--- src/rtl/lnrv_icb_arbt_mux_if.sv ---
// rtl/lnrv_icb_arbt_mux_if.sv - ICB bus bundle carrying P_PORTS packed lanes
//
// Purpose: bundles the command and response channels of one or more ICB
// ports. Per-lane fields are packed side by side, with lane i occupying
// bits [i*W +: W] of each field.
//
// Modports:
//   master - drives cmd_vld/write/addr/wdata/wstrb/size and rsp_rdy;
//            receives cmd_rdy and rsp_vld/rdata/err.
//   slave  - the mirror image of master.
interface lnrv_icb_arbt_mux_if #(
  parameter int P_ADDR_WIDTH = 32,
  parameter int P_DATA_WIDTH = 32,
  parameter int P_PORTS      = 1
);
  localparam int LP_STRB_W = P_DATA_WIDTH / 8;

  logic [P_PORTS-1:0]              icb_cmd_vld;
  logic [P_PORTS-1:0]              icb_cmd_rdy;
  logic [P_PORTS-1:0]              icb_cmd_write;
  logic [P_ADDR_WIDTH*P_PORTS-1:0] icb_cmd_addr;
  logic [P_DATA_WIDTH*P_PORTS-1:0] icb_cmd_wdata;
  logic [LP_STRB_W*P_PORTS-1:0]    icb_cmd_wstrb;
  logic [3*P_PORTS-1:0]            icb_cmd_size;
  logic [P_PORTS-1:0]              icb_rsp_vld;
  logic [P_PORTS-1:0]              icb_rsp_rdy;
  logic [P_DATA_WIDTH*P_PORTS-1:0] icb_rsp_rdata;
  logic [P_PORTS-1:0]              icb_rsp_err;

  modport master (
    output icb_cmd_vld, icb_cmd_write, icb_cmd_addr, icb_cmd_wdata,
           icb_cmd_wstrb, icb_cmd_size, icb_rsp_rdy,
    input  icb_cmd_rdy, icb_rsp_vld, icb_rsp_rdata, icb_rsp_err
  );

  modport slave (
    input  icb_cmd_vld, icb_cmd_write, icb_cmd_addr, icb_cmd_wdata,
           icb_cmd_wstrb, icb_cmd_size, icb_rsp_rdy,
    output icb_cmd_rdy, icb_rsp_vld, icb_rsp_rdata, icb_rsp_err
  );
endinterface

--- src/rtl/lnrv_icb_arbt_mux.sv ---
// rtl/lnrv_icb_arbt_mux.sv - N-master to 1-slave ICB multiplexer with arbitration
//
// Purpose: arbitrates P_ICB_COUNT ICB masters onto one ICB slave using
// either fixed priority (lowest index wins) or round-robin. A routing FIFO
// of depth P_OTS_COUNT remembers which master issued each accepted command
// so responses, which the slave returns in command order, go back to the
// right master. Command and response paths are purely combinational.
//
// Ports:
//   clk, reset - clock; asynchronous active-high reset
//   mn         - P_ICB_COUNT master-facing ports (this block is their slave)
//   s          - single slave-facing port (this block is its master)
//   ots_cnt    - number of commands currently outstanding
//   rsp_unexp  - sticky: slave presented a response with nothing outstanding
module lnrv_icb_arbt_mux #(
  parameter int    P_ADDR_WIDTH = 32,
  parameter int    P_DATA_WIDTH = 32,
  parameter int    P_ICB_COUNT  = 4,
  parameter int    P_OTS_COUNT  = 2,
  parameter string P_ARBT_TYPE  = "round-robin",
  localparam int   LP_ID_W      = (P_ICB_COUNT > 1) ? $clog2(P_ICB_COUNT) : 1,
  localparam int   LP_CNT_W     = $clog2(P_OTS_COUNT + 1)
) (
  input  logic                clk,
  input  logic                reset,
  lnrv_icb_arbt_mux_if.slave  mn,
  lnrv_icb_arbt_mux_if.master s,
  output logic [LP_CNT_W-1:0] ots_cnt,
  output logic                rsp_unexp
);

  localparam int LP_STRB_W = P_DATA_WIDTH / 8;
  localparam int LP_PTR_W  = (P_OTS_COUNT > 1) ? $clog2(P_OTS_COUNT) : 1;
  localparam bit LP_FIXED  = (P_ARBT_TYPE == "fixed");

  logic [P_ICB_COUNT-1:0] req;
  logic                   full;
  logic                   empty;

  logic                   gnt_vld;
  logic [LP_ID_W-1:0]     gnt_id;
  logic [LP_ID_W-1:0]     rr_cand;
  logic [P_ICB_COUNT-1:0] gnt_oh;
  logic                   gnt_mvld;

  logic                   lock_vld;
  logic [LP_ID_W-1:0]     lock_id;
  logic [LP_ID_W-1:0]     rr_ptr;

  logic [LP_ID_W-1:0]     route_mem [P_OTS_COUNT];
  logic [LP_PTR_W-1:0]    wr_ptr;
  logic [LP_PTR_W-1:0]    rd_ptr;
  logic [LP_ID_W-1:0]     head_id;

  logic                   s_cmd_vld;
  logic                   s_rsp_rdy;
  logic                   cmd_hs;
  logic                   rsp_hs;

  function automatic logic [LP_ID_W-1:0] id_inc(input logic [LP_ID_W-1:0] v);
    if (v == LP_ID_W'(P_ICB_COUNT - 1)) return '0;
    return v + 1'b1;
  endfunction

  function automatic logic [LP_PTR_W-1:0] ptr_inc(input logic [LP_PTR_W-1:0] p);
    if (p == LP_PTR_W'(P_OTS_COUNT - 1)) return '0;
    return p + 1'b1;
  endfunction

  // Reset is folded in so that every handshake output reads 0 while reset is
  // held, even if masters keep their vld asserted.
  assign full  = (ots_cnt == LP_CNT_W'(P_OTS_COUNT));
  assign empty = (ots_cnt == '0);
  assign req   = mn.icb_cmd_vld & {P_ICB_COUNT{~full & ~reset}};

  // Arbitration. A stalled grant is held through lock_vld so the slave sees
  // a stable command until it is accepted.
  always_comb begin
    gnt_vld = 1'b0;
    gnt_id  = '0;
    rr_cand = '0;
    if (lock_vld) begin
      gnt_vld = 1'b1;
      gnt_id  = lock_id;
    end else if (LP_FIXED) begin
      for (int i = P_ICB_COUNT - 1; i >= 0; i--) begin
        if (req[i]) begin
          gnt_vld = 1'b1;
          gnt_id  = LP_ID_W'(i);
        end
      end
    end else begin
      // Scan from the farthest candidate back to rr_ptr; the last hit,
      // i.e. the first requester at or after rr_ptr, wins.
      for (int k = P_ICB_COUNT - 1; k >= 0; k--) begin
        rr_cand = LP_ID_W'((int'(rr_ptr) + k) % P_ICB_COUNT);
        if (req[rr_cand]) begin
          gnt_vld = 1'b1;
          gnt_id  = rr_cand;
        end
      end
    end
  end

  // Command mux: fields come from the granted master, zero without a grant.
  always_comb begin
    gnt_oh          = '0;
    gnt_mvld        = 1'b0;
    s.icb_cmd_write = 1'b0;
    s.icb_cmd_addr  = '0;
    s.icb_cmd_wdata = '0;
    s.icb_cmd_wstrb = '0;
    s.icb_cmd_size  = '0;
    for (int i = 0; i < P_ICB_COUNT; i++) begin
      if (gnt_vld && (gnt_id == LP_ID_W'(i))) begin
        gnt_oh[i]       = 1'b1;
        gnt_mvld        = mn.icb_cmd_vld[i];
        s.icb_cmd_write = mn.icb_cmd_write[i];
        s.icb_cmd_addr  = mn.icb_cmd_addr[i*P_ADDR_WIDTH +: P_ADDR_WIDTH];
        s.icb_cmd_wdata = mn.icb_cmd_wdata[i*P_DATA_WIDTH +: P_DATA_WIDTH];
        s.icb_cmd_wstrb = mn.icb_cmd_wstrb[i*LP_STRB_W +: LP_STRB_W];
        s.icb_cmd_size  = mn.icb_cmd_size[i*3 +: 3];
      end
    end
  end

  assign s_cmd_vld      = |(gnt_oh & req);
  assign s.icb_cmd_vld  = s_cmd_vld;
  assign mn.icb_cmd_rdy = gnt_oh & {P_ICB_COUNT{~full & s.icb_cmd_rdy}};
  assign cmd_hs         = s_cmd_vld & s.icb_cmd_rdy;

  // Response demux: only the master at the FIFO head sees the response.
  assign head_id = route_mem[rd_ptr];

  always_comb begin
    mn.icb_rsp_vld   = '0;
    mn.icb_rsp_rdata = '0;
    mn.icb_rsp_err   = '0;
    s_rsp_rdy        = 1'b0;
    for (int i = 0; i < P_ICB_COUNT; i++) begin
      if (!empty && (head_id == LP_ID_W'(i))) begin
        mn.icb_rsp_vld[i]                            = s.icb_rsp_vld;
        mn.icb_rsp_rdata[i*P_DATA_WIDTH +: P_DATA_WIDTH] = s.icb_rsp_rdata;
        mn.icb_rsp_err[i]                            = s.icb_rsp_err;
        s_rsp_rdy                                    = mn.icb_rsp_rdy[i];
      end
    end
  end

  assign s.icb_rsp_rdy = s_rsp_rdy;
  assign rsp_hs        = s.icb_rsp_vld & s_rsp_rdy;

  always_ff @(posedge clk or posedge reset) begin
    if (reset) begin
      ots_cnt   <= '0;
      wr_ptr    <= '0;
      rd_ptr    <= '0;
      rr_ptr    <= '0;
      lock_vld  <= 1'b0;
      lock_id   <= '0;
      rsp_unexp <= 1'b0;
    end else begin
      // Lock follows the granted master's own vld, so a master that drops
      // vld while stalled releases the lock one cycle later.
      lock_vld <= gnt_vld & gnt_mvld & ~s.icb_cmd_rdy;
      lock_id  <= gnt_id;

      if (cmd_hs) begin
        wr_ptr <= ptr_inc(wr_ptr);
        rr_ptr <= id_inc(gnt_id);
      end
      if (rsp_hs) begin
        rd_ptr <= ptr_inc(rd_ptr);
      end

      if (cmd_hs && !rsp_hs) begin
        ots_cnt <= ots_cnt + 1'b1;
      end else if (!cmd_hs && rsp_hs) begin
        ots_cnt <= ots_cnt - 1'b1;
      end

      if (s.icb_rsp_vld && empty) begin
        rsp_unexp <= 1'b1;
      end
    end
  end

  // Routing storage needs no reset: entries are only read below wr_ptr.
  always_ff @(posedge clk) begin
    if (cmd_hs) begin
      route_mem[wr_ptr] <= gnt_id;
    end
  end

endmodule

--- src/flat_wrapper.sv ---
// flat-port wrapper written by rule: the top's interface ports become plain ports
module lnrv_icb_arbt_mux_flat 
#(
  parameter int    P_ADDR_WIDTH = 32,
  parameter int    P_DATA_WIDTH = 32,
  parameter int    P_ICB_COUNT  = 4,
  parameter int    P_OTS_COUNT  = 2,
  parameter string P_ARBT_TYPE  = "           ",
  localparam int   LP_ID_W      = (P_ICB_COUNT > 1) ? $clog2(P_ICB_COUNT) : 1,
  localparam int   LP_CNT_W     = $clog2(P_OTS_COUNT + 1)
)
  (clk, reset, ots_cnt, rsp_unexp, mn_icb_cmd_vld, mn_icb_cmd_write, mn_icb_cmd_addr, mn_icb_cmd_wdata, mn_icb_cmd_wstrb, mn_icb_cmd_size, mn_icb_rsp_rdy, mn_icb_cmd_rdy, mn_icb_rsp_vld, mn_icb_rsp_rdata, mn_icb_rsp_err, s_icb_cmd_vld, s_icb_cmd_write, s_icb_cmd_addr, s_icb_cmd_wdata, s_icb_cmd_wstrb, s_icb_cmd_size, s_icb_rsp_rdy, s_icb_cmd_rdy, s_icb_rsp_vld, s_icb_rsp_rdata, s_icb_rsp_err);
  lnrv_icb_arbt_mux_if #(.P_ADDR_WIDTH(P_ADDR_WIDTH), .P_DATA_WIDTH(P_DATA_WIDTH), .P_PORTS((4))) mn_i ();
  lnrv_icb_arbt_mux_if #(.P_ADDR_WIDTH(P_ADDR_WIDTH), .P_DATA_WIDTH(P_DATA_WIDTH), .P_PORTS(1)) s_i ();
  input  logic clk;
  input  logic reset;
  output logic [LP_CNT_W-1:0] ots_cnt;
  output logic rsp_unexp;
  input wire logic [$bits(mn_i.icb_cmd_vld)-1:0] mn_icb_cmd_vld;
  input wire logic [$bits(mn_i.icb_cmd_write)-1:0] mn_icb_cmd_write;
  input wire logic [$bits(mn_i.icb_cmd_addr)-1:0] mn_icb_cmd_addr;
  input wire logic [$bits(mn_i.icb_cmd_wdata)-1:0] mn_icb_cmd_wdata;
  input wire logic [$bits(mn_i.icb_cmd_wstrb)-1:0] mn_icb_cmd_wstrb;
  input wire logic [$bits(mn_i.icb_cmd_size)-1:0] mn_icb_cmd_size;
  input wire logic [$bits(mn_i.icb_rsp_rdy)-1:0] mn_icb_rsp_rdy;
  output wire logic [$bits(mn_i.icb_cmd_rdy)-1:0] mn_icb_cmd_rdy;
  output wire logic [$bits(mn_i.icb_rsp_vld)-1:0] mn_icb_rsp_vld;
  output wire logic [$bits(mn_i.icb_rsp_rdata)-1:0] mn_icb_rsp_rdata;
  output wire logic [$bits(mn_i.icb_rsp_err)-1:0] mn_icb_rsp_err;
  output wire logic [$bits(s_i.icb_cmd_vld)-1:0] s_icb_cmd_vld;
  output wire logic [$bits(s_i.icb_cmd_write)-1:0] s_icb_cmd_write;
  output wire logic [$bits(s_i.icb_cmd_addr)-1:0] s_icb_cmd_addr;
  output wire logic [$bits(s_i.icb_cmd_wdata)-1:0] s_icb_cmd_wdata;
  output wire logic [$bits(s_i.icb_cmd_wstrb)-1:0] s_icb_cmd_wstrb;
  output wire logic [$bits(s_i.icb_cmd_size)-1:0] s_icb_cmd_size;
  output wire logic [$bits(s_i.icb_rsp_rdy)-1:0] s_icb_rsp_rdy;
  input wire logic [$bits(s_i.icb_cmd_rdy)-1:0] s_icb_cmd_rdy;
  input wire logic [$bits(s_i.icb_rsp_vld)-1:0] s_icb_rsp_vld;
  input wire logic [$bits(s_i.icb_rsp_rdata)-1:0] s_icb_rsp_rdata;
  input wire logic [$bits(s_i.icb_rsp_err)-1:0] s_icb_rsp_err;
  assign mn_i.icb_cmd_vld = mn_icb_cmd_vld;
  assign mn_i.icb_cmd_write = mn_icb_cmd_write;
  assign mn_i.icb_cmd_addr = mn_icb_cmd_addr;
  assign mn_i.icb_cmd_wdata = mn_icb_cmd_wdata;
  assign mn_i.icb_cmd_wstrb = mn_icb_cmd_wstrb;
  assign mn_i.icb_cmd_size = mn_icb_cmd_size;
  assign mn_i.icb_rsp_rdy = mn_icb_rsp_rdy;
  assign mn_icb_cmd_rdy = mn_i.icb_cmd_rdy;
  assign mn_icb_rsp_vld = mn_i.icb_rsp_vld;
  assign mn_icb_rsp_rdata = mn_i.icb_rsp_rdata;
  assign mn_icb_rsp_err = mn_i.icb_rsp_err;
  assign s_icb_cmd_vld = s_i.icb_cmd_vld;
  assign s_icb_cmd_write = s_i.icb_cmd_write;
  assign s_icb_cmd_addr = s_i.icb_cmd_addr;
  assign s_icb_cmd_wdata = s_i.icb_cmd_wdata;
  assign s_icb_cmd_wstrb = s_i.icb_cmd_wstrb;
  assign s_icb_cmd_size = s_i.icb_cmd_size;
  assign s_icb_rsp_rdy = s_i.icb_rsp_rdy;
  assign s_i.icb_cmd_rdy = s_icb_cmd_rdy;
  assign s_i.icb_rsp_vld = s_icb_rsp_vld;
  assign s_i.icb_rsp_rdata = s_icb_rsp_rdata;
  assign s_i.icb_rsp_err = s_icb_rsp_err;
  lnrv_icb_arbt_mux #(.P_ADDR_WIDTH(P_ADDR_WIDTH), .P_DATA_WIDTH(P_DATA_WIDTH), .P_ICB_COUNT(P_ICB_COUNT), .P_OTS_COUNT(P_OTS_COUNT), .P_ARBT_TYPE(P_ARBT_TYPE)) u_core (.clk(clk), .reset(reset), .mn(mn_i), .s(s_i), .ots_cnt(ots_cnt), .rsp_unexp(rsp_unexp));
endmodule
--- config.mk ---
export PLATFORM = sky130hd
export DESIGN_NAME = lnrv_icb_arbt_mux_flat
export DESIGN_NICKNAME = d
export VERILOG_FILES = /design/src/rtl/lnrv_icb_arbt_mux_if.sv /design/src/rtl/lnrv_icb_arbt_mux.sv /design/src/flat_wrapper.sv
export SDC_FILE = /design/constraint.sdc
export NUM_CORES = 1
export LEC_CHECK = 0
export ABC_AREA = 1
export CAP_MARGIN = 25
export CORE_AREA = 2 2 217 219
export CTS_CLUSTER_SIZE = 25
export DETAILED_ROUTE_END_ITERATION = 7
export DIE_AREA = 0 0 219 221
export RECOVER_POWER = 50
export SLEW_MARGIN = 20
export SYNTH_ARGS = -nofsm -noshare
export SYNTH_HDL_FRONTEND = slang
export SYNTH_SLANG_ARGS = --single-unit
--- constraint.sdc ---
create_clock -name clk -period 5.8 [get_ports clk]
set_input_delay 1.45 -clock clk [delete_from_list [all_inputs] [get_ports clk]]
set_output_delay 1.45 -clock clk [all_outputs]
set_load 0.05 [all_outputs]
=== Yosys cells after proc, flatten, opt, wreduce, memory -nomap -nowiden ===
Memories as Yosys holds them, arrays and structs flattened.
Cells that the tools add are included.

* Register bits: 10
* Bits in writable memories: 4
* Bits of input ports: 333
* Output and inout bits: 217
* Memories kept: 1

{| class="wikitable"
|+ Memory list
! memory !! words !! bits a word !! rd ports !! clocked after memory_dff !! write ports !! line !! text
|-
| u_core.route_mem || 2 || 2 || 1 || 0 || 1 || lnrv_icb_arbt_mux.sv:50 || <nowiki>logic [LP_ID_W-1:0] route_mem [P_OTS_COUNT];</nowiki>
|}

* Add/sub/neg operators: 8
* Order comparisons: 4
* Equality and inequality tests: 7
* Mux-type cells: 78
* Bitwise logic cells: 12
* Reduce and logical (&&, ||, !) cells: 19

{| class="wikitable"
|+ Operator list
! operator !! number
|-
| $mux W32 || 12
|-
| $mux W1 || 45
|-
| $mux W2 || 9
|-
| $mux W4 || 4
|-
| $and A4 B4 Y4 || 3
|-
| $lt A2 B3 Y1 const B || 4
|-
| $mux W3 || 4
|-
| $logic_and A1 B1 Y1 || 11
|-
| $eq A2 B2 Y1 const B || 5
|-
| $bmux W1 S2 || 4
|-
| $add A2 B1 Y2 const B || 3
|-
| $and A1 B1 Y1 || 6
|-
| $logic_not A2 Y1 || 3
|-
| $add A2 B2 Y2 const B || 2
|-
| $eq A2 B1 Y1 const B || 2
|-
| $reduce_or A4 Y1 || 1
|-
| $logic_not A1 Y1 || 3
|-
| $not A1 Y1 || 3
|-
| $add A1 B1 Y1 const B || 2
|-
| $reduce_bool A2 Y1 || 1
|-
| $sub A2 B1 Y2 const B || 1
|}

=== Longest topological paths before layout ===
Gate-level depths: netlist of run 1.

* Depth after elaboration: 21
* Depth in mapped cells: 21
* Depth with buffers taken out: 21

=== Worst setup path after synthesis of run 1 ===
OpenSTA, ideal clock, no wires.

* Kind: input to output
* From: in reset
* To: out s_icb_cmd_size[0]
* Arrival time: 4.099 ns
* Required time: 4.350 ns
* Path slack: 0.251 ns
* Cell stages on the path: 16
* Buffers on the path: 2
* Cell sequence: inv_2 > nand4_1 > nand2_1 > nand3_1 > nand2_1 > nand3_1 > nand4_1 > o21ai_0 > inv_1 > ha_1 > clkbuf_1 > clkbuf_1 > nand3_1 > o21ai_1 > a21oi_1 > nor2_1

* Word-level cells in the longest chain between the ends: 16
* Elaborated cells between the ends (all ways): 33

{| class="wikitable"
|+ RTL lines
! item !! line !! text
|-
| from (decl) || flat_wrapper.sv:16 || <nowiki>input logic reset;</nowiki>
|-
| $not A1 Y1 * || lnrv_icb_arbt_mux.sv:74 || <nowiki>assign req = mn.icb_cmd_vld & {P_ICB_COUNT{~full & ~reset}};</nowiki>
|-
| $and A1 B1 Y1 * || lnrv_icb_arbt_mux.sv:74 ||
|-
| $and A4 B4 Y4 * || lnrv_icb_arbt_mux.sv:74 ||
|-
| $bmux W1 S2 || lnrv_icb_arbt_mux.sv:97 || <nowiki>if (req[rr_cand]) begin</nowiki>
|-
| $mux W1 (implied by the code) || lnrv_icb_arbt_mux.sv:97 ||
|-
| $mux W2 (3 in a row) || lnrv_icb_arbt_mux.sv:97 ||
|-
| $mux W2 * || lnrv_icb_arbt_mux.sv:97 ||
|-
| $mux W2 * || lnrv_icb_arbt_mux.sv:82 || <nowiki>if (lock_vld) begin</nowiki>
|-
| named net u_core.gnt_id[1] || lnrv_icb_arbt_mux.sv:41 || <nowiki>logic [LP_ID_W-1:0] gnt_id;</nowiki>
|-
| $logic_not A2 Y1 || lnrv_icb_arbt_mux.sv:115 || <nowiki>if (gnt_vld && (gnt_id == LP_ID_W'(i))) begin</nowiki>
|-
| $logic_and A1 B1 Y1 || lnrv_icb_arbt_mux.sv:115 ||
|-
| $mux W3 (3 in a row) || lnrv_icb_arbt_mux.sv:115 ||
|-
| $mux W3 * || lnrv_icb_arbt_mux.sv:115 ||
|-
| to (decl) || flat_wrapper.sv:35 || <nowiki>output wire logic [$bits(s_i.icb_cmd_size)-1:0] s_icb_cmd_size;</nowiki>
|}

Mark *: on every way through the listed nets, which the timed path passes. The rest lies on a longest branch. The select of a mux whose other input is x is not followed.

=== Worst setup path in the final report of run 1 ===
* From: in mn_icb_cmd_vld[3]
* To: out s_icb_cmd_addr[27]

* Word-level cells in the longest chain between the ends: 14
* Elaborated cells between the ends (all ways): 31

{| class="wikitable"
|+ RTL lines
! item !! line !! text
|-
| from (decl) || flat_wrapper.sv:19 || <nowiki>input wire logic [$bits(mn_i.icb_cmd_vld)-1:0] mn_icb_cmd_vld;</nowiki>
|-
| $and A4 B4 Y4 * || lnrv_icb_arbt_mux.sv:74 ||
|-
| $bmux W1 S2 || lnrv_icb_arbt_mux.sv:97 ||
|-
| $mux W1 (implied by the code) || lnrv_icb_arbt_mux.sv:97 ||
|-
| $mux W2 (3 in a row) || lnrv_icb_arbt_mux.sv:97 ||
|-
| $mux W2 * || lnrv_icb_arbt_mux.sv:97 ||
|-
| $mux W2 * || lnrv_icb_arbt_mux.sv:82 ||
|-
| named net u_core.gnt_id[1] || lnrv_icb_arbt_mux.sv:41 ||
|-
| $logic_not A2 Y1 || lnrv_icb_arbt_mux.sv:115 ||
|-
| $logic_and A1 B1 Y1 || lnrv_icb_arbt_mux.sv:115 ||
|-
| $mux W32 (3 in a row) || lnrv_icb_arbt_mux.sv:115 ||
|-
| $mux W32 * || lnrv_icb_arbt_mux.sv:115 ||
|-
| to (decl) || flat_wrapper.sv:32 || <nowiki>output wire logic [$bits(s_i.icb_cmd_addr)-1:0] s_icb_cmd_addr;</nowiki>
|}

Marks and branches as above.

==> flow_summary.toml, run 1 <==
[cts]
holdBufCountCts = 0
cts.sinks = 14
cts_tree = "yes"
insertion_delay_ns = 0.24
cts_buffers = 3
htreeDepth = 1
root_buffer = "clkbuf_16"
path_clk_slew_ns = 0.04
cts.path.max_buffers = 2

[timing]
min_period_ns = 5.673
finalMaxSlewViolations = 0
max_slew_margin = 0.5521
period_share = 0.9781
finalSetupViolations = 0
fmax_mhz = 176.3
tightestPinTransition_ns = 0.6698
rsz0062_at_grt = "true"
worst_hold_slack_ns = 0.4717
finalHoldViolations = 0
skew_ns = 0.002164

[worst_setup_path]
worstSetupStartpointType = "primary input"
worstPathMaxFanout = 21
cp_data_arrival_time_ns = 4.22
crit_top_cell = "nand2_1"
cp_slowest_stage_delay_ns = 0.55
setup.worst_path.class = "primary input to primary output"
cp-end-kind = "primary output"
cpMaxStageDelayCell = "clkdlybuf4s50_1"
required_ns = 4.35
path_cells = "clkdlybuf4s50_1, nand4_1, nand2_1, nand2_1, nand3_1, nand4_1, o21ai_1, inv_1, buf_4, ha_4, inv_4, buf_12, buf_4, nand2_1, o21ai_1, a21oi_1, nor2_1, buf_12"

[floorplanning]
core_area_mm2 = 0.04606
start_util = 0.1010
num_rows = 79
ios = 550
die_area_mm2 = 0.04840
die_y_um = 221
fp.dieW_um = 219

[yosys]
seq_area_frac_synth = 0.07961
synth-warning-count = 0
synth_top_family_by_area = "simple AND/OR/NAND/NOR gates"
synth_top_area_share = 0.2364
synth_top_cell_by_area = "nor2_1"
synthTopCellsByArea = "nor2_1 (24%), nand3_1 (17%), nand2_1 (15%)"
synth.distinct_cells = 26
synthMuxAreaShare = 0
synth.avg_cell_area_um2 = 4.757
synth_fa_ha_area_frac = 0.01345
synthSimpleGateAreaFrac = 0.5877
syn_inst = 978
syn-cell-area_mm2 = 0.004652
synth-seq-cells = 14
synth_nets = 1316
synth-xor-area-share = 0.007531
synth-compound-area-share = 0.1668

[route]
routed_wl_um = 37610
drcViolationCount = 0
post_drt_wl_per_cell_um = 17.84
drtAntennaViolNets = 0
dr.pass1.iters = 5
num_vias = 8608
drt_iter0_markers = 461
vias_per_cell = 4.083

[final_layout]
area.growth.synth_to_final_pct = 157.3
final_cells = 2108
nNetsFinal = 1831
drive_above_1_share = 0.1052
final_common_cell = "clkdlybuf4s50_1"
final_cell_mix = "clkdlybuf4s50_1 (466), nor2_1 (280), nand2_1 (186)"

[placed_design]
placedCellCount = 2092
globalplace.congestion = 0.9397
dp_hpwl_um = 30890
port_buffers = 549

[global_routing]
grt_pass1_vias = 8386
grt_usage = 0.1437
grt_max_degree = 65
grt_antenna_before_repair = 11
grt_overflow = 0
grt_pass1_wl_um = 52790

[job]
cap_violations = 0

[status]
status = "completed"

[hold_path]
min_path_type = "flip-flop to flip-flop"
## cell type report
cell class                      count  area, um2
Sequential cell                    14      370.4
Inverter                           57      216.5
Antenna cell                        9      22.52
Tap cell                          607      759.5
Clock inverter                      1      3.754
Timing Repair Buffer              593       6810
Clock buffer                        3      75.07
Timing Repair inverter              1      5.005
Fill cell                        5134      34090
Multi-Input combinational cell    823       3707
## flip-flops by register name, summed over array words and instances (netlist names)
name	flops
u_core.lock_vld	1
u_core.wr_ptr	1
u_core.rsp_unexp	1
u_core.rr_ptr	2
u_core.route_mem	4
u_core.lock_id	2
u_core.ots_cnt	2
u_core.rd_ptr	1
## critical path, delay by kind of cell
family,cells,cell delay [ns]
buf+inv,7,1.47
simple gates,7,0.76
compound gates,3,0.35
fa+ha+maj,1,0.18
## routing by layer
metal / GRT usage / routed length [um] / vias to the layer above
met4: 0.05427 / 1317 / 4
met1: 0.1522 / 13540 / 3902
met3: 0.04000 / 3505 / 41
met2: 0.2666 / 19220 / 474
li1: - / - / 4187
met5: 0 / 23 / -
## timing repair
action                                  CTS  global route
buffers inserted                          0             1
gates resized for setup                   6            32
gates cloned                              0             2
pin swaps                                 0             1
endpoints found under the setup margin    5            73
## cell families after synthesis
| kind of cell | count (synthesis) |
|---|---|
| compound gates | 154 |
| xor+xnor | 4 |
| fa+ha+maj | 5 |
| buf+inv | 141 |
| flops | 14 |
| simple gates | 660 |
## cells in the mapped netlist
cell type	instances
a21o_1	1
buf_1	3
dfrtp_1	10
nand2_2	4
nor2_2	1
nand3b_1	2
buf_6	9
a21oi_1	76
nor2_1	293
nand2_4	1
nand4_1	10
nand2_1	187
nand3_1	161
clkbuf_1	40
ha_1	5
edfxtp_1	4
o211ai_1	1
or2_2	1
xor2_1	2
xnor2_1	2
buf_4	15
o21ai_0	28
o21ai_1	48
inv_1	54
inv_2	3
buf_2	17
## final timing paths
kind	from	end	slack, ns	depth (start not counted)
min in group asynchronous	reset	u_core.lock_id[0]	1.50	3
hold / removal	u_core.wr_ptr	u_core.wr_ptr	0.47	2
max in group asynchronous	reset	u_core.rr_ptr[1]	3.91	3
hold reg to reg	u_core.wr_ptr	u_core.wr_ptr	0.47	2
setup reg to reg	u_core.rr_ptr[0]	u_core.ots_cnt[1]	2.55	21
setup / recovery	mn_icb_cmd_vld[3]	s_icb_cmd_addr[27]	0.13	18
## metrics by stage
step	TNS, ns	utilization	cell area [um2]	worst slack (ns)
4_1_cts	0	0.2570	11840	0.007046
2_1_floorplan	0	-	4652	0.2513
6_report	0	0.2599	11970	0.1269
5_1_grt	-0.08697	0.2598	11970	-0.03209
3_5_place_dp	-0.1221	0.2549	11740	-0.1034
3_3_place_gp	-0.5232	0.2543	11710	-0.1327
Power of run 1 is not shown: default switching activity piles up to over one toggle a cycle in this logic, so the estimate is an artifact.
==> run 2, diff against run 1 <==
Settings changed: CAP_MARGIN 25 to 5.
==> flow_summary.toml, run 2 (same netlist as run 1, synthesis figures left out) <==
[cts]
cts_tree = "yes"
root_buffer = "clkbuf_16"
insertion_delay_ns = 0.24
cts.path.max_buffers = 2
holdBufCountCts = 0
path_clk_slew_ns = 0.04
cts_buffers = 3
htreeDepth = 1
cts.sinks = 14

[final_layout]
top_register = "u_core.route_mem"
area.growth.synth_to_final_pct = 156.8
largest_reg_flops = 4
nNetsFinal = 1829
drive_above_1_share = 0.1114
final_cell_mix = "clkdlybuf4s50_1 (468), nor2_1 (269), nand2_1 (185)"
final_cell_area_mm2 = 0.01195
final_common_cell = "clkdlybuf4s50_1"

[timing]
max_slew_margin = 0.5446
finalMaxSlewViolations = 0
finalHoldViolations = 0
worst_slack_ns = 0.1677
min_period_ns = 5.632
period_share = 0.9711
setup_tns_ns = 0
tightestPinTransition_ns = 0.6807
skew_ns = 0.003086
finalSetupViolations = 0
fmax_mhz = 177.5

[job]
cap_violations = 0

[global_routing]
grt_overflow = 0
grt_usage = 0.1430
grt_pass1_vias = 8382
grt_max_degree = 65
grt_antenna_before_repair = 9
grt_pass1_wl_um = 52830

[placed_design]
dp_worst_setup_slack_ns = -0.08104
place_area_mm2 = 0.01171
port_buffers = 549
dp_hpwl_um = 30900
globalplace.congestion = 0.9397

[route]
wl_met3_um = 3375
drtAntennaViolNets = 0
vias_per_cell = 4.111
dr.pass1.iters = 5
drt_iter0_markers = 499
post_drt_wl_per_cell_um = 17.89
top_layer_used = "met5"
wl_met2_um = 19480
wl_met1_um = 13660
num_vias = 8642
routed_wl_um = 37600
drcViolationCount = 0

[worst_setup_path]
rr_worst_depth = 21
required_ns = 4.35
rrSetupSlack_ns = 2.50
r2r_start = "u_core.rr_ptr[0]"
setup.worst_path.class = "primary input to primary output"
cp_slowest_stage_delay_ns = 0.55
cp-end-kind = "primary output"
worstSetupStartpointType = "primary input"
worstPathMaxFanout = 21
regToRegEndpoint = "u_core.ots_cnt[1]"
cp_data_arrival_time_ns = 4.18
path_cells = "clkdlybuf4s50_1, nand4_1, nand2_1, nand2_1, nand3_1, nand4_1, o21ai_0, inv_1, buf_4, ha_4, inv_6, buf_12, nand2_1, o21ai_1, a21oi_1, nor2_1, buf_12"
crit_top_cell = "nand2_1"
cpMaxStageDelayCell = "clkdlybuf4s50_1"

[floorplanning]
die_y_um = 221
die_area_mm2 = 0.04840
start_util = 0.1010
ios = 550
num_rows = 79
fp.dieW_um = 219
core_area_mm2 = 0.04606

[status]
status = "completed"

[hold_path]
hold_start = "u_core.wr_ptr"
hold_end = "u_core.wr_ptr"
min_path_type = "flip-flop to flip-flop"
holdPathStages = 2
run 2: what timing repair did:
action,4_1_cts,5_1_grt
pin swaps,0,2
endpoints found under the setup margin,6,73
setup buffers,0,1
gates resized for setup,5,39
cloned,0,2
run 2: through the flow:
stage	cells	util	hold WS, ns
after floorplan	978	-	0.4419
after global placement	2090	0.2543	0.4397
after detailed placement	2090	0.2543	0.4590
after CTS	2094	0.2563	0.4706
after global routing	2101	0.2593	0.4894
final	2102	0.2594	0.4692
run 2: cell type report:
class	instances	area, um2
timing repair buffer	591	6768
clock inverter	1	3.754
timing repair inverter	1	5.005
clock buffer	3	75.07
sequential	14	370.4
fill	5108	34120
inverter	57	219.0
tap	607	759.5
antenna	5	12.51
multi-input combinational	823	3734
run 2: layer usage:
metal  track usage  vias up
li1              -     4177
met2        0.2704      480
met4       0.04163        4
met1        0.1516     3936
met3       0.04055       45
met5             0        -
run 2: worst max-delay path by stage:
stage,from,end,slack [ns]
after floorplan,reset,s_icb_cmd_size[0],0.25
after global placement,reset,s_icb_cmd_wstrb[2],-0.13
after detailed placement,reset,s_icb_cmd_wdata[31],-0.08
after CTS,reset,s_icb_cmd_addr[27],-0.009
after global routing,mn_icb_cmd_vld[2],s_icb_cmd_addr[10],-0.01
final,mn_icb_cmd_vld[2],s_icb_cmd_wdata[29],0.17
run 2: critical path, delay by kind of cell:
kind,cells,cell delay [ns]
AOI/OAI and AO/OA,3,0.45
adders and majority gates,1,0.19
buffers and inverters,6,1.29
and+or+nand+nor,7,0.77
Power of run 2 is left out for the same reason.
==> run 3, diff against run 2 <==
Settings changed: REMOVE_ABC_BUFFERS set to 1.
==> flow_summary.toml, run 3 (same netlist as run 1, synthesis figures left out) <==
[route]
num_vias = 8648
routed_wl_um = 39610
vias_per_cell = 4.093
drtAntennaViolNets = 0
drt_iter0_markers = 528
drcViolationCount = 0
post_drt_wl_per_cell_um = 18.74
dr.pass1.iters = 5

[cts]
cts.sinks = 14
htreeDepth = 1
cts_buffers = 3
root_buffer = "clkbuf_16"
cts.path.max_buffers = 2
insertion_delay_ns = 0.24
path_clk_slew_ns = 0.05
cts_tree = "yes"

[worst_setup_path]
crit_top_cell = "nor2_1"
rrSetupSlack_ns = 2.34
rr_worst_depth = 22
path_buf_inv = 6
cp_slowest_stage_delay_ns = 0.25
cp-end-kind = "primary output"
cp_data_arrival_time_ns = 3.98
regToRegEndpoint = "u_core.ots_cnt[1]"
worstPathMaxFanout = 18
r2r_start = "u_core.rr_ptr[0]"
worstSetupStartpointType = "primary input"
cpMaxStageDelayCell = "buf_4"
critPathTopFamily = "buffers and inverters"
required_ns = 4.35
path_cells = "dlymetal6s2s_1, clkinvlp_2, nand4_1, nand2_1, nor2_1, nor2_1, nand3_1, nand3_1, nand2_2, inv_2, ha_4, clkinv_8, buf_12, nand2_1, o21ai_0, a21oi_1, nor2_1, buf_4"
setup.worst_path.class = "primary input to primary output"

[timing]
finalHoldViolations = 0
min_period_ns = 5.432
finalMaxSlewViolations = 0
period_share = 0.9366
skew_ns = 0.002324
tightestPinTransition_ns = 0.9411
worst_hold_slack_ns = 0.4786
finalSetupViolations = 0
setup_tns_ns = 0
rsz0062_at_grt = "false"
fmax_mhz = 184.1
max_slew_margin = 0.3711

[final_layout]
largest_reg_flops = 4
final_cell_mix = "clkdlybuf4s50_1 (370), nor2_1 (287), nand2_1 (182)"
n_fill_cell = 5236
nNetsFinal = 1840
area.growth.synth_to_final_pct = 145.8
final_common_cell = "clkdlybuf4s50_1"
top_register = "u_core.route_mem"
drive_above_1_share = 0.1066
final_util = 0.2482

[floorplanning]
num_rows = 79
die_y_um = 221
ios = 550
fp.dieW_um = 219
core_area_mm2 = 0.04606
die_area_mm2 = 0.04840
start_util = 0.1010

[global_routing]
grt_max_degree = 62
grt_usage = 0.1430
grt_pass1_wl_um = 52630
grt_overflow = 0
grt_pass1_vias = 8405
grt_antenna_before_repair = 13

[hold_path]
hold_start = "u_core.rsp_unexp"
hold_end = "u_core.rsp_unexp"
holdPathStages = 1
min_path_type = "flip-flop to flip-flop"

[placed_design]
dp_hpwl_um = 31670
globalplace.congestion = 0.8901
port_buffers = 549

[job]
cap_violations = 0

[status]
status = "completed"
[run 3: cell count changes in the layout (fill, tap and decap cells not counted), moves of 4 or more]
cell | before | now
nor2_1 | 269 | 287
nor2_2 | 25 | 6
clkdlybuf4s50_1 | 468 | 370
buf_4 | 24 | 84
dlymetal6s2s_1 | 1 | 5
dlygate4sd3_1 | 2 | 97
clkbuf_16 | 4 | 9
buf_12 | 88 | 31
[run 3: metrics by stage]
| step | setup slack (ns) | instances | instance area [um2] |
|---|---|---|---|
| 6_report | 0.3679 | 2113 | 11430 |
| 5_1_grt | 0.09675 | 2113 | 11430 |
| 4_1_cts | -0.01158 | 2093 | 11110 |
| 3_5_place_dp | -0.1291 | 2089 | 11010 |
| 3_3_place_gp | -0.1367 | 2089 | 11010 |
| 2_1_floorplan | -1.652 | 894 | 4192 |
[run 3: cell type report]
| cell class | instances | area (um2) | area share |
|---|---|---|---|
| multi-input combinational | 823 | 3712 | 0.3247 |
| antenna | 5 | 12.51 | 0.001094 |
| tap | 607 | 759.5 | 0.06643 |
| sequential | 14 | 370.4 | 0.03240 |
| clock buffer | 4 | 88.84 | 0.007771 |
| timing repair inverter | 2 | 13.76 | 0.001204 |
| timing repair buffer | 601 | 6246 | 0.5464 |
| inverter | 57 | 229.0 | 0.02003 |
[run 3: routing by layer]
| layer | up-vias | GRT usage | wire, um |
|---|---|---|---|
| met2 | 476 | 0.2746 | 20600 |
| met4 | 12 | 0.03095 | 631 |
| li1 | 4205 | - | - |
| met1 | 3909 | 0.1603 | 15350 |
| met3 | 46 | 0.02763 | 2961 |
| met5 | - | 0 | 69 |
[run 3: what timing repair did]
item,in CTS,in global routing
gates cloned,0,8
setup endpoints to repair,4,73
hold buffers,0,0
resized for setup,4,28
pin swaps,0,4
buffers inserted,0,7
[run 3: worst max path at each step]
stage	slack, ns	cells after the start	to	start
after floorplan	-1.65	7	mn_icb_cmd_rdy[3]	reset
after global placement	-0.14	19	s_icb_cmd_size[2]	reset
after detailed placement	-0.13	19	s_icb_cmd_size[2]	reset
after CTS	-0.01	19	s_icb_cmd_size[2]	reset
after global routing	0.1	20	s_icb_cmd_wdata[12]	reset
final	0.37	18	s_icb_cmd_addr[4]	reset
Power of run 3 is left out for the same reason.
